$ cat src/rtl/hdc_train_ctrl.sv
// Training sequencer for the HDC encode/bundle datapath: groups streamed elements
// into samples, sequences accumulator clear/accumulate/latch and issues AM row writes.
module hdc_train_ctrl #(
   parameter int SMP_SIZE   = 16,
   parameter int SMP_NUM    = 64,
   parameter int CLS_NUM    = 10,
   parameter int CLS_DW     = 4,
   parameter int SMP_DW     = $clog2(SMP_SIZE + 1),
   parameter int SMP_NUM_DW = $clog2(SMP_NUM + 1)
) (
   input  logic                  clk,
   input  logic                  rst_n,
   input  logic                  start,
   input  logic                  abort,
   input  logic                  in_valid,
   output logic                  in_ready,
   input  logic [CLS_DW-1:0]     in_label,
   output logic                  acc_clr,
   output logic                  acc_en,
   output logic                  smp_latch,
   output logic                  am_we,
   output logic [CLS_DW-1:0]     am_waddr,
   output logic [SMP_NUM_DW-1:0] smp_idx,
   output logic                  busy,
   output logic                  done,
   output logic                  err_label
);

   typedef enum logic [2:0] {
      IDLE  = 3'd0,
      CLR   = 3'd1,
      ACC   = 3'd2,
      LATCH = 3'd3,
      WRITE = 3'd4,
      DONE  = 3'd5
   } state_t;

   state_t                  state_r;
   state_t                  state_nxt_s;
   logic [SMP_DW-1:0]       elem_cnt_r;
   logic [SMP_NUM_DW-1:0]   smp_cnt_r;
   logic [CLS_DW-1:0]       lbl_r;
   logic                    err_r;
   logic                    in_ready_r;
   logic                    acc_clr_r;
   logic                    smp_latch_r;
   logic                    am_we_r;
   logic                    busy_r;
   logic                    done_r;
   logic                    beat_s;
   logic                    last_beat_s;
   logic                    last_smp_s;
   logic                    lbl_ok_s;
   logic                    run_start_s;

   assign beat_s      = in_valid & in_ready_r;
   assign last_beat_s = beat_s && (elem_cnt_r == SMP_DW'(SMP_SIZE - 1));
   assign last_smp_s  = (smp_cnt_r == SMP_NUM_DW'(SMP_NUM - 1));
   assign lbl_ok_s    = ({{(32-CLS_DW){1'b0}}, lbl_r} < 32'(CLS_NUM));
   assign run_start_s = (state_r == IDLE) && start && !abort;

   // Next-state decode; abort from any active state returns to IDLE.
   always_comb begin
      state_nxt_s = state_r;
      if (abort && (state_r != IDLE)) begin
         state_nxt_s = IDLE;
      end else begin
         case (state_r)
            IDLE:    state_nxt_s = run_start_s ? CLR : IDLE;
            CLR:     state_nxt_s = ACC;
            ACC:     state_nxt_s = last_beat_s ? LATCH : ACC;
            LATCH:   state_nxt_s = WRITE;
            WRITE:   state_nxt_s = last_smp_s ? DONE : CLR;
            DONE:    state_nxt_s = IDLE;
            default: state_nxt_s = IDLE;
         endcase
      end
   end

   // State register and strobes registered from the next state, so each strobe
   // coincides exactly with its state and drops asynchronously on reset.
   always_ff @(posedge clk or negedge rst_n) begin
      if (!rst_n) begin
         state_r     <= IDLE;
         acc_clr_r   <= 1'b0;
         in_ready_r  <= 1'b0;
         smp_latch_r <= 1'b0;
         am_we_r     <= 1'b0;
         done_r      <= 1'b0;
         busy_r      <= 1'b0;
      end else begin
         state_r     <= state_nxt_s;
         acc_clr_r   <= (state_nxt_s == CLR);
         in_ready_r  <= (state_nxt_s == ACC);
         smp_latch_r <= (state_nxt_s == LATCH);
         am_we_r     <= (state_nxt_s == WRITE) && lbl_ok_s;
         done_r      <= (state_nxt_s == DONE);
         busy_r      <= (state_nxt_s != IDLE);
      end
   end

   // Element/sample counters, label capture and sticky label error.
   always_ff @(posedge clk or negedge rst_n) begin
      if (!rst_n) begin
         elem_cnt_r <= '0;
         smp_cnt_r  <= '0;
         lbl_r      <= '0;
         err_r      <= 1'b0;
      end else begin
         if (state_r == CLR) begin
            elem_cnt_r <= '0;
         end else if (beat_s && !abort) begin
            elem_cnt_r <= elem_cnt_r + SMP_DW'(1);
         end else begin
            elem_cnt_r <= elem_cnt_r;
         end

         if (beat_s && !abort && (elem_cnt_r == '0)) begin
            lbl_r <= in_label;
         end else begin
            lbl_r <= lbl_r;
         end

         if (run_start_s) begin
            smp_cnt_r <= '0;
            err_r     <= 1'b0;
         end else if ((state_r == WRITE) && !abort) begin
            smp_cnt_r <= smp_cnt_r + SMP_NUM_DW'(1);
            err_r     <= err_r | !lbl_ok_s;
         end else begin
            smp_cnt_r <= smp_cnt_r;
            err_r     <= err_r;
         end
      end
   end

   assign in_ready  = in_ready_r;
   assign acc_en    = beat_s;
   assign acc_clr   = acc_clr_r;
   assign smp_latch = smp_latch_r;
   assign am_we     = am_we_r;
   assign am_waddr  = lbl_r;
   assign smp_idx   = smp_cnt_r;
   assign busy      = busy_r;
   assign done      = done_r;
   assign err_label = err_r;

endmodule

$ cat config.mk
export PLATFORM = sky130hd
export DESIGN_NAME = hdc_train_ctrl
export DESIGN_NICKNAME = d
export VERILOG_FILES = /design/src/rtl/hdc_train_ctrl.sv
export SDC_FILE = /design/constraint.sdc
export NUM_CORES = 1
export LEC_CHECK = 0
export CAP_MARGIN = 40
export CORE_UTILIZATION = 40
export DETAILED_ROUTE_END_ITERATION = 16
export PLACE_DENSITY = 0.66
export RECOVER_POWER = 25
export SLEW_MARGIN = 20
export SYNTH_ARGS = -nofsm -noshare
export SYNTH_HDL_FRONTEND = slang
export SYNTH_SLANG_ARGS = --single-unit
$ cat constraint.sdc
create_clock -name clk -period 4.4 [get_ports clk]
set_clock_uncertainty 0.2 [all_clocks]
set_input_delay 0.44 -clock clk [delete_from_list [all_inputs] [get_ports clk]]
set_output_delay 0.44 -clock clk [all_outputs]
set_load 0.01 [all_outputs]
==> impl_metrics.tcl, run 1 <==
set metrics [dict create \
    portBuffers 27 \
    p_int_uw 380 \
    fill_cells 280 \
    synth_cell_type_count 35 \
    fmax_ghz 0.430 \
    area_delta_synth_final_pct 24.9 \
    n_antenna_cell 0 \
    slew_violations 0 \
    rsz0062_at_grt "no" \
    synthArstFlopShare 1.00 \
    synthTopCellsByArea "dfrtp_1, mux2_4, ha_1" \
    dr.pass1.iters 4 \
    clk_pin_slew_ns 0.12 \
    end_kind "primary output" \
    drt_iter0_drc 29 \
    fp-row-count 20 \
    sequentialPowerShare 0.559 \
    synth_most_common_cell "dfrtp_1" \
    period_minus_slack_ns 2.32 \
    grt_max_degree 27 \
    grt_pass1_wl_um 4260 \
    maxSlewHeadroom 0.0768 \
    hold_violations 0 \
    synth-compound-area-share 0.119 \
    place_congestion 0.832 \
    postRouteAntennaNets 0 \
    dieArea_um2 3420 \
    synth_top_area_cell "dfrtp_1" \
    synth_fa_ha_area_frac 0.0393 \
    grt_pass1_vias 960 \
    ctsResizeCount 0 \
    synth_xor_area_frac 0.0275 \
    cts_tree "yes" \
    synthSimpleGateAreaFrac 0.194 \
    synth-edff-count 0 \
    worstSetupPathType "in -> out" \
    regArea_um2 651 \
    cts_sinks 26 \
    via_per_inst 5.09 \
    overflow 0 \
    power_switching_share 0.265 \
    root_buffer "clkbuf_4" \
    nets 157 \
    num_vias 946 \
    synth_top_family_by_area "simple AND/OR/NAND/NOR gates" \
    wirelength_um 2410 \
    placed_cell_area_um2 1570 \
    finalCritPeriodShare 0.528 \
    fp.dieW_um 58.5 \
    crit_path_cell_trace "clkdlybuf4s50_1 -> and2_1 -> clkdlybuf4s50_1" \
    p_clk_frac 0.183 \
    ios 28 \
    outcome "completed" \
    cts_buffers 3 \
    core_area_um2 3030 \
    avgSynthCellArea_um2 11.0 \
    setup.worst_path.start "in_valid" \
    rr_worst_depth 3 \
    worst_setup_path_start_kind "input pin" \
    synth_flop_cell "dfrtp_1" \
    hp-class "reg -> reg" \
    peakVddDrop_uv 141 \
    yosys.area.top_type_share 0.510 \
    setup_violations 0 \
    cp.required_ns 3.76 \
    post_cts_buffers 0 \
    cts_hold_buf 0 \
    p_per_area_nw_per_um2 325 \
    stdcell_area_um2 1590 \
    die_h_um 58.5 \
    rr_startpoint "state_r[1]$_DFF_PN0_" \
    cp_max_fo 4 \
    ys_warn_count 0 \
    cp.arrival_ns 1.68 \
    p_comb_frac 0.258 \
    place_hpwl_um 1800 \
    multi_input_area_um2 564 \
    syn-num-nets 129 \
    power_leakage_uw 0.000730 \
    reg2reg_to "smp_idx[3]$_DFFE_PN0P_" \
    crit_top_cell "clkdlybuf4s50_1" \
    post_drt_wl_per_cell_um 13.0 \
    cts.htree.levels 1 \
    syn_inst 116 \
    clkLatencyLatePin_ns 0.30 \
    grtUsageTotal 0.163 \
    reg2reg_slack_ns 2.42 \
    antenna_found_initial 0 \
    critical-path-top-delay-family "buffers and inverters" \
    initial_core_util 0.421 \
    switching_power_uw 137 \
    cpMaxStageDelayCell "clkdlybuf4s50_1" \
    max_slew.worst_pin.slew_ns 1.38 \
    cts_buffer_depth 2 \
    synthMuxAreaShare 0.0628 \
    synth-seq-area-share 0.510 \
    cpPeakStageDelay_ns 0.56 \
    syn_area_um2 1270 \
    worst-path-stages 3 \
    synth_common_cells "dfrtp_1, a21oi_1, o21ai_0" \
    drive_gt1_frac 0.0704 \
    cap_violations 0 \
    crit_buf_inv 2 \
    tns_ns 0 \
    crit_end "acc_en" \
    drcViolationCount 0 \
    ys_ff_latch 26 \
]
==> metal layers <==
layer  track usage  routed length [um]  up-vias
met3        0.0198                  72        2
met5             0                   0        -
met4        0.0578                  18        0
met2         0.274                1160       19
met1         0.217                1160      461
li1              -                   -      464
==> state kept, by name (all words and copies together), names as in the netlist, 3 cells and up <==
| name | count |
|---|---|
| smp_idx | 7 |
| elem_cnt_r | 5 |
| am_waddr | 4 |
| state_r | 3 |
==> power by group through the flow <==
stage / clock network [uW] / registers (uW) / logic (uW)
3_3_place_gp: 0 / 294 / 134
4_1_cts: 102 / 290 / 136
3_5_place_dp: 0 / 295 / 135
5_1_grt: 114 / 294 / 146
6_report: 94.7 / 289 / 133
2_1_floorplan: 0 / 298 / 65.6
==> layout by cell type (no fill, tap or decap), types with 4 or more instances in the layout <==
cell type	count
mux2_4	4
or3_1	5
nand3_1	5
ha_1	4
o21ai_0	8
nor2_1	7
dfrtp_1	26
a21oi_1	8
nand2_1	4
clkdlybuf4s50_1	26
inv_1	7
==> worst register-to-register path, cell delays in order, from the launching register on <==
cell	delay [ns]
dfrtp_1	0.52
or4b_1	0.66
or3_1	0.39
a21oi_1	0.15
==> worst min-delay path by stage <==
stage / startpoint / endpoint / depth (start not counted)
after CTS: rst_n / smp_idx[3]$_DFFE_PN0P_ / 2
after global routing: am_waddr[0]$_DFFE_PN0P_ / am_waddr[0]$_DFFE_PN0P_ / 1
final: am_waddr[0]$_DFFE_PN0P_ / am_waddr[0]$_DFFE_PN0P_ / 1
after floorplan: rst_n / acc_clr$_DFF_PN0_ / 0
after global placement: err_label$_DFFE_PN0P_ / err_label$_DFFE_PN0P_ / 2
after detailed placement: am_waddr[0]$_DFFE_PN0P_ / am_waddr[0]$_DFFE_PN0P_ / 1
==> kinds of logic after synthesis <==
group / Yosys count
muxes: 6
adders and majority gates: 4
xor gates and xnor gates: 4
DFF: 26
buffers and inverters: 12
and+or+nand+nor: 40
AOI/OAI and AO/OA: 24
==> cell type report <==
cell class,count,area share
sequential,26,0.408
multi-input combinational,78,0.354
timing repair buffer,28,0.172
tap,44,0.0346
inverter,7,0.0165
clock buffer,3,0.0141
==> through the flow <==
step / hold WS [ns] / instances / power (uW) / utilization / setup WS, ns
after detailed placement: 0.300 / 183 / 431 / 0.520 / 1.92
after floorplan: -0.0556 / 116 / 363 / - / 2.44
final: 0.325 / 186 / 517 / 0.526 / 2.08
after global routing: 0.354 / 186 / 554 / 0.526 / 2.05
after CTS: 0.291 / 186 / 528 / 0.527 / 2.08
after global placement: 0.290 / 183 / 428 / 0.520 / 1.97
Power figures use the tool's default switching activity.
==> inputs of run 2 (changes only) <==
--- a/config.mk
+++ b/config.mk
@@ -8,7 +8,7 @@
 export CAP_MARGIN = 40
 export CORE_UTILIZATION = 40
 export DETAILED_ROUTE_END_ITERATION = 16
-export PLACE_DENSITY = 0.66
+export PLACE_DENSITY = 0.68
 export RECOVER_POWER = 25
 export SLEW_MARGIN = 20
 export SYNTH_ARGS = -nofsm -noshare
==> constraint.sdc (replaced) <==
create_clock -name clk -period 1.9 [get_ports clk]
set_clock_uncertainty 0.2 [all_clocks]
set_input_delay 0.19 -clock clk [delete_from_list [all_inputs] [get_ports clk]]
set_output_delay 0.19 -clock clk [all_outputs]
set_load 0.01 [all_outputs]
==> run 2 against run 1 <==
Compared with the run above: sequential share of layout area shrank 2.8 points; sequential cell count is the same; cell area grew 7.5%; register-to-register slack lost 2.3 ns; global-route usage grew 0.34 points; combinational power grew to 2.6 times the previous value; routed wire length grew 5.6%; die area is the same; utilization grew 3.9 points; via count grew 5.0%; clock-buffer cell count is the same; setup slack lost 2.0 ns; critical path type is now reg -> reg; highest routed layer unchanged.
==> impl_metrics.tcl, run 2 (synthesized netlist as in run 1, its figures left out) <==
set metrics [dict create \
    outcome "completed" \
    end_kind "register" \
    cp.arrival_ns 1.84 \
    regArea_um2 652 \
    cts_tree "yes" \
    wirelength_um 2540 \
    finalCritPeriodShare 0.962 \
    cp_max_fo 4 \
    portBuffers 27 \
    largest_reg_flops 7 \
    initial_core_util 0.421 \
    postRouteAntennaNets 0 \
    final_common_cell "clkdlybuf4s50_1" \
    switching_power_uw 345 \
    cts_sinks 26 \
    place_congestion 0.782 \
    n_antenna_cell 0 \
    power_leakage_uw 0.000804 \
    clk_pin_slew_ns 0.14 \
    max_slew.worst_pin.slew_ns 0.636 \
    dr.pass1.iters 4 \
    worstSetupPathType "reg -> reg" \
    setup_violations 0 \
    cp.required_ns 1.92 \
    final_cell_mix "clkdlybuf4s50_1, dfrtp_1, buf_4" \
    rsz0062_at_grt "no" \
    clkLatencyLatePin_ns 0.32 \
    hold_violations 0 \
    cts_hold_buf 0 \
    grtUsageTotal 0.166 \
    power_switching_share 0.249 \
    cts_buffers 3 \
    period_minus_slack_ns 1.83 \
    num_vias 993 \
    root_buffer "clkbuf_4" \
    p_clk_frac 0.272 \
    nets 168 \
    antenna_found_initial 0 \
    peakVddDrop_uv 342 \
    core_area_um2 3030 \
    holdWs_ns 0.191 \
    fmax_ghz 0.547 \
    hp-class "in -> async" \
    grt_pass1_vias 932 \
    cts_buffer_depth 2 \
    p_int_uw 1040 \
    drt_iter0_drc 26 \
    overflow 0 \
    p_comb_frac 0.248 \
    drive_gt1_frac 0.162 \
    post_drt_wl_per_cell_um 12.8 \
    drcViolationCount 0 \
    post_cts_buffers 0 \
    via_per_inst 5.02 \
    maxSlewHeadroom 0.576 \
    cap_violations 0 \
    ios 28 \
    area_delta_synth_final_pct 34.2 \
    fill_cells 268 \
    final_util 0.565 \
    ctsResizeCount 0 \
    reg2reg_slack_ns 0.07 \
    die_h_um 58.5 \
    worst_setup_path_start_kind "register" \
    cts.htree.levels 1 \
    dieArea_um2 3420 \
    fp.dieW_um 58.5 \
    fp-row-count 20 \
    place_hpwl_um 1890 \
    grt_pass1_wl_um 4190 \
    grt_max_degree 27 \
    sequentialPowerShare 0.480 \
    multi_input_area_um2 568 \
    slew_violations 0 \
    p_per_area_nw_per_um2 808 \
]
[run 2: cell count changes in the layout (fill, tap and decap cells not counted), sizes merged]
cell	delta
buf	+11
bufinv	+1
[run 2: final cells by class]
type / instances / share of cell area
clock buffers: 3 / 0.0132
flip-flops and latches: 26 / 0.381
multi-input cells: 78 / 0.332
inverters: 7 / 0.0154
repair buffers: 39 / 0.209
clock inverters: 1 / 0.0175
well taps: 44 / 0.0322
[run 2: power groups by stage]
stage / clock network [uW] / registers [uW] / logic (uW)
after floorplan: 0 / 690 / 152
after global placement: 0 / 673 / 338
after detailed placement: 0 / 676 / 346
after CTS: 391 / 666 / 349
after global routing: 412 / 673 / 374
final: 377 / 664 / 343
[run 2: metrics by stage]
step           total power [uW]  area (um2)  worst slack (ns)  setup TNS (ns)  instances
2_1_floorplan               842        1270            0.0883               0        116
3_3_place_gp               1010        1660            -0.116          -0.948        194
3_5_place_dp               1020        1660            -0.186           -1.23        194
4_1_cts                    1410        1710            0.0189               0        198
5_1_grt                    1460        1710            0.0161               0        198
6_report                   1380        1710            0.0730               0        198
[run 2: critical path, stage by stage (launching register included)]
cell	delay, ns
dfrtp_1	0.43
inv_1	0.10
ha_1	0.15
nand2b_1	0.06
or4_4	0.48
mux2_4	0.32
[run 2: path summary, 6_finish.rpt]
| path | start | endpoint | depth (start not counted) |
|---|---|---|---|
| min in group clk | in_label[1] | am_waddr[1]$_DFFE_PN0P_ | 2 |
| min reg2reg | am_waddr[0]$_DFFE_PN0P_ | am_waddr[0]$_DFFE_PN0P_ | 1 |
| max in group asynchronous | rst_n | in_ready$_DFF_PN0_ | 2 |
| max | elem_cnt_r[0]$_DFFE_PN0P_ | am_waddr[2]$_DFFE_PN0P_ | 5 |
| max reg2reg | elem_cnt_r[0]$_DFFE_PN0P_ | am_waddr[2]$_DFFE_PN0P_ | 5 |
| min | rst_n | smp_idx[2]$_DFFE_PN0P_ | 2 |
[run 2: layer usage]
metal  up-vias  share of wire  track usage
met5         -              0            0
met4         0          0.013       0.0850
met3         4          0.046       0.0198
met2        28           0.51        0.276
met1       476           0.43        0.214
li1        485              -            -
==> inputs of run 3 (changes only) <==
--- a/config.mk
+++ b/config.mk
@@ -10,6 +10,7 @@
 export DETAILED_ROUTE_END_ITERATION = 16
 export PLACE_DENSITY = 0.68
 export RECOVER_POWER = 25
+export SETUP_SLACK_MARGIN = 0.05
 export SLEW_MARGIN = 20
 export SYNTH_ARGS = -nofsm -noshare
 export SYNTH_HDL_FRONTEND = slang
==> run 3 against run 2 <==
Compared with the run above: register-to-register slack hardly changed; non-clock buffer count rose by 2; cell area grew 1.8%; power grew 1.2%; first-iteration DRC count up 19%; highest routed layer unchanged; sequential power hardly changed; critical path depth is the same; setup slack got worse by 0.0040 ns.
==> impl_metrics.tcl, run 3 (synthesized netlist as in run 1, its figures left out) <==
set metrics [dict create \
    area_delta_synth_final_pct 36.6 \
    drt_iter0_drc 31 \
    period_minus_slack_ns 1.83 \
    max_slew.worst_pin.slew_ns 0.642 \
    grtUsageTotal 0.168 \
    grt_pass1_wl_um 4240 \
    slew_violations 0 \
    cap_violations 0 \
    rsz0062_at_grt "yes" \
    core_area_um2 3030 \
    hp-start "in_valid" \
    worstHoldPathCells 3 \
    setup.worst_path.start "elem_cnt_r[0]$_DFFE_PN0P_" \
    fill_cells 270 \
    maxSlewHeadroom 0.572 \
    outcome "completed" \
    cts_tree "yes" \
    overflow 0 \
    cp_max_fo 4 \
    place_congestion 0.782 \
    power_leakage_uw 0.000826 \
    clkLatencyLatePin_ns 0.32 \
    place_hpwl_um 1890 \
    end_kind "register" \
    grt_pass1_vias 944 \
    worst_setup_path_start_kind "register" \
    total_power_uw 1400 \
    peakVddDrop_uv 359 \
    cts.htree.levels 1 \
    root_buffer "clkbuf_4" \
    reg2reg_to "am_waddr[2]$_DFFE_PN0P_" \
    postRouteAntennaNets 0 \
    antenna_found_initial 0 \
    cp.arrival_ns 1.85 \
    hp-class "in -> reg" \
    hold_violations 0 \
    cts_buffers 3 \
    cts_hold_buf 0 \
    setup_violations 0 \
    post_drt_wl_per_cell_um 13.4 \
    final_common_cell "dfrtp_1" \
    tns_ns 0 \
    portBuffers 27 \
    nets 170 \
    via_per_inst 5.11 \
    initial_core_util 0.421 \
    fmax_ghz 0.546 \
    stdcell_count 200 \
    fp.dieW_um 58.5 \
    rr_startpoint "elem_cnt_r[0]$_DFFE_PN0P_" \
    cpMaxStageDelayCell "or4_4" \
    crit_path_cell_trace "inv_1 -> ha_1 -> nand2b_1 -> or4_4 -> mux2_4" \
    layout_setup_ws_ns 0.0691 \
    final_cell_mix "dfrtp_1, clkdlybuf4s50_1, buf_4" \
    p_per_area_nw_per_um2 804 \
    dieArea_um2 3420 \
    n_antenna_cell 0 \
    largest_reg_flops 7 \
    grt_max_degree 27 \
    cpPeakStageDelay_ns 0.47 \
    num_vias 1022 \
    rr_worst_depth 5 \
    wirelength_um 2670 \
    dp.cells 194 \
    reg2reg_slack_ns 0.07 \
    fp-row-count 20 \
    finalCritPeriodShare 0.964 \
    preCtsSetupSlack_ns -0.186 \
    cts_sinks 26 \
    ios 28 \
    worstSetupPathType "reg -> reg" \
    cp.required_ns 1.92 \
    cts_buffer_depth 2 \
    whs_endpoint "smp_latch$_DFF_PN0_" \
    clk_pin_slew_ns 0.15 \
    dr.pass1.iters 4 \
    drcViolationCount 0 \
    die_h_um 58.5 \
    drive_gt1_frac 0.186 \
    holdWs_ns 0.0652 \
]
run 3: where the power goes:
group	switching [uW]	total (uW)	internal, uW
clock	169	382	213
combinational	140	357	216
sequential	47.3	662	615
total	356	1400	1040
run 3: metal layers:
metal | GRT usage | up-vias | wire length, um
li1 | - | 491 | -
met1 | 0.214 | 495 | 1150
met2 | 0.282 | 32 | 1370
met3 | 0.0198 | 4 | 124
met4 | 0.0850 | 0 | 34
met5 | 0 | - | 0
run 3: cell type report:
class | count | area (um2) | area share
clock inverters | 1 | 30.0 | 0.0172
flip-flops and latches | 26 | 651 | 0.374
well taps | 44 | 55.1 | 0.0316
multi-input cells | 78 | 582 | 0.334
clock buffers | 3 | 22.5 | 0.0129
repair buffers | 41 | 375 | 0.216
inverters | 7 | 26.3 | 0.0151
run 3: worst max-delay path by stage:
stage,endpoint,slack (ns),depth (start not counted)
floorplan,am_waddr[0]$_DFFE_PN0P_,0.09,4
global placement,smp_idx[4]$_DFFE_PN0P_,-0.12,4
detailed placement,smp_idx[4]$_DFFE_PN0P_,-0.19,4
CTS,am_waddr[2]$_DFFE_PN0P_,0.07,5
global route,am_waddr[2]$_DFFE_PN0P_,0.02,5
finish,am_waddr[2]$_DFFE_PN0P_,0.07,5
run 3: stage by stage:
stage,utilization,area (um2)
3_5_place_dp,0.547,1660
2_1_floorplan,-,1270
4_1_cts,0.568,1720
5_1_grt,0.575,1740
3_3_place_gp,0.547,1660
6_report,0.575,1740
run 3: timing repair:
action,4_1_cts,5_1_grt
setup buffers,1,1
gates resized for setup,1,4
endpoints found under the setup margin,4,10
run 3: worst max-delay path: cells and delay by family, from the launching register on:
kind          cells  cell delay [ns]
fa+ha+maj         1             0.15
simple gates      2             0.53
buf+inv           1             0.10
mux               1             0.32
flops             1             0.43
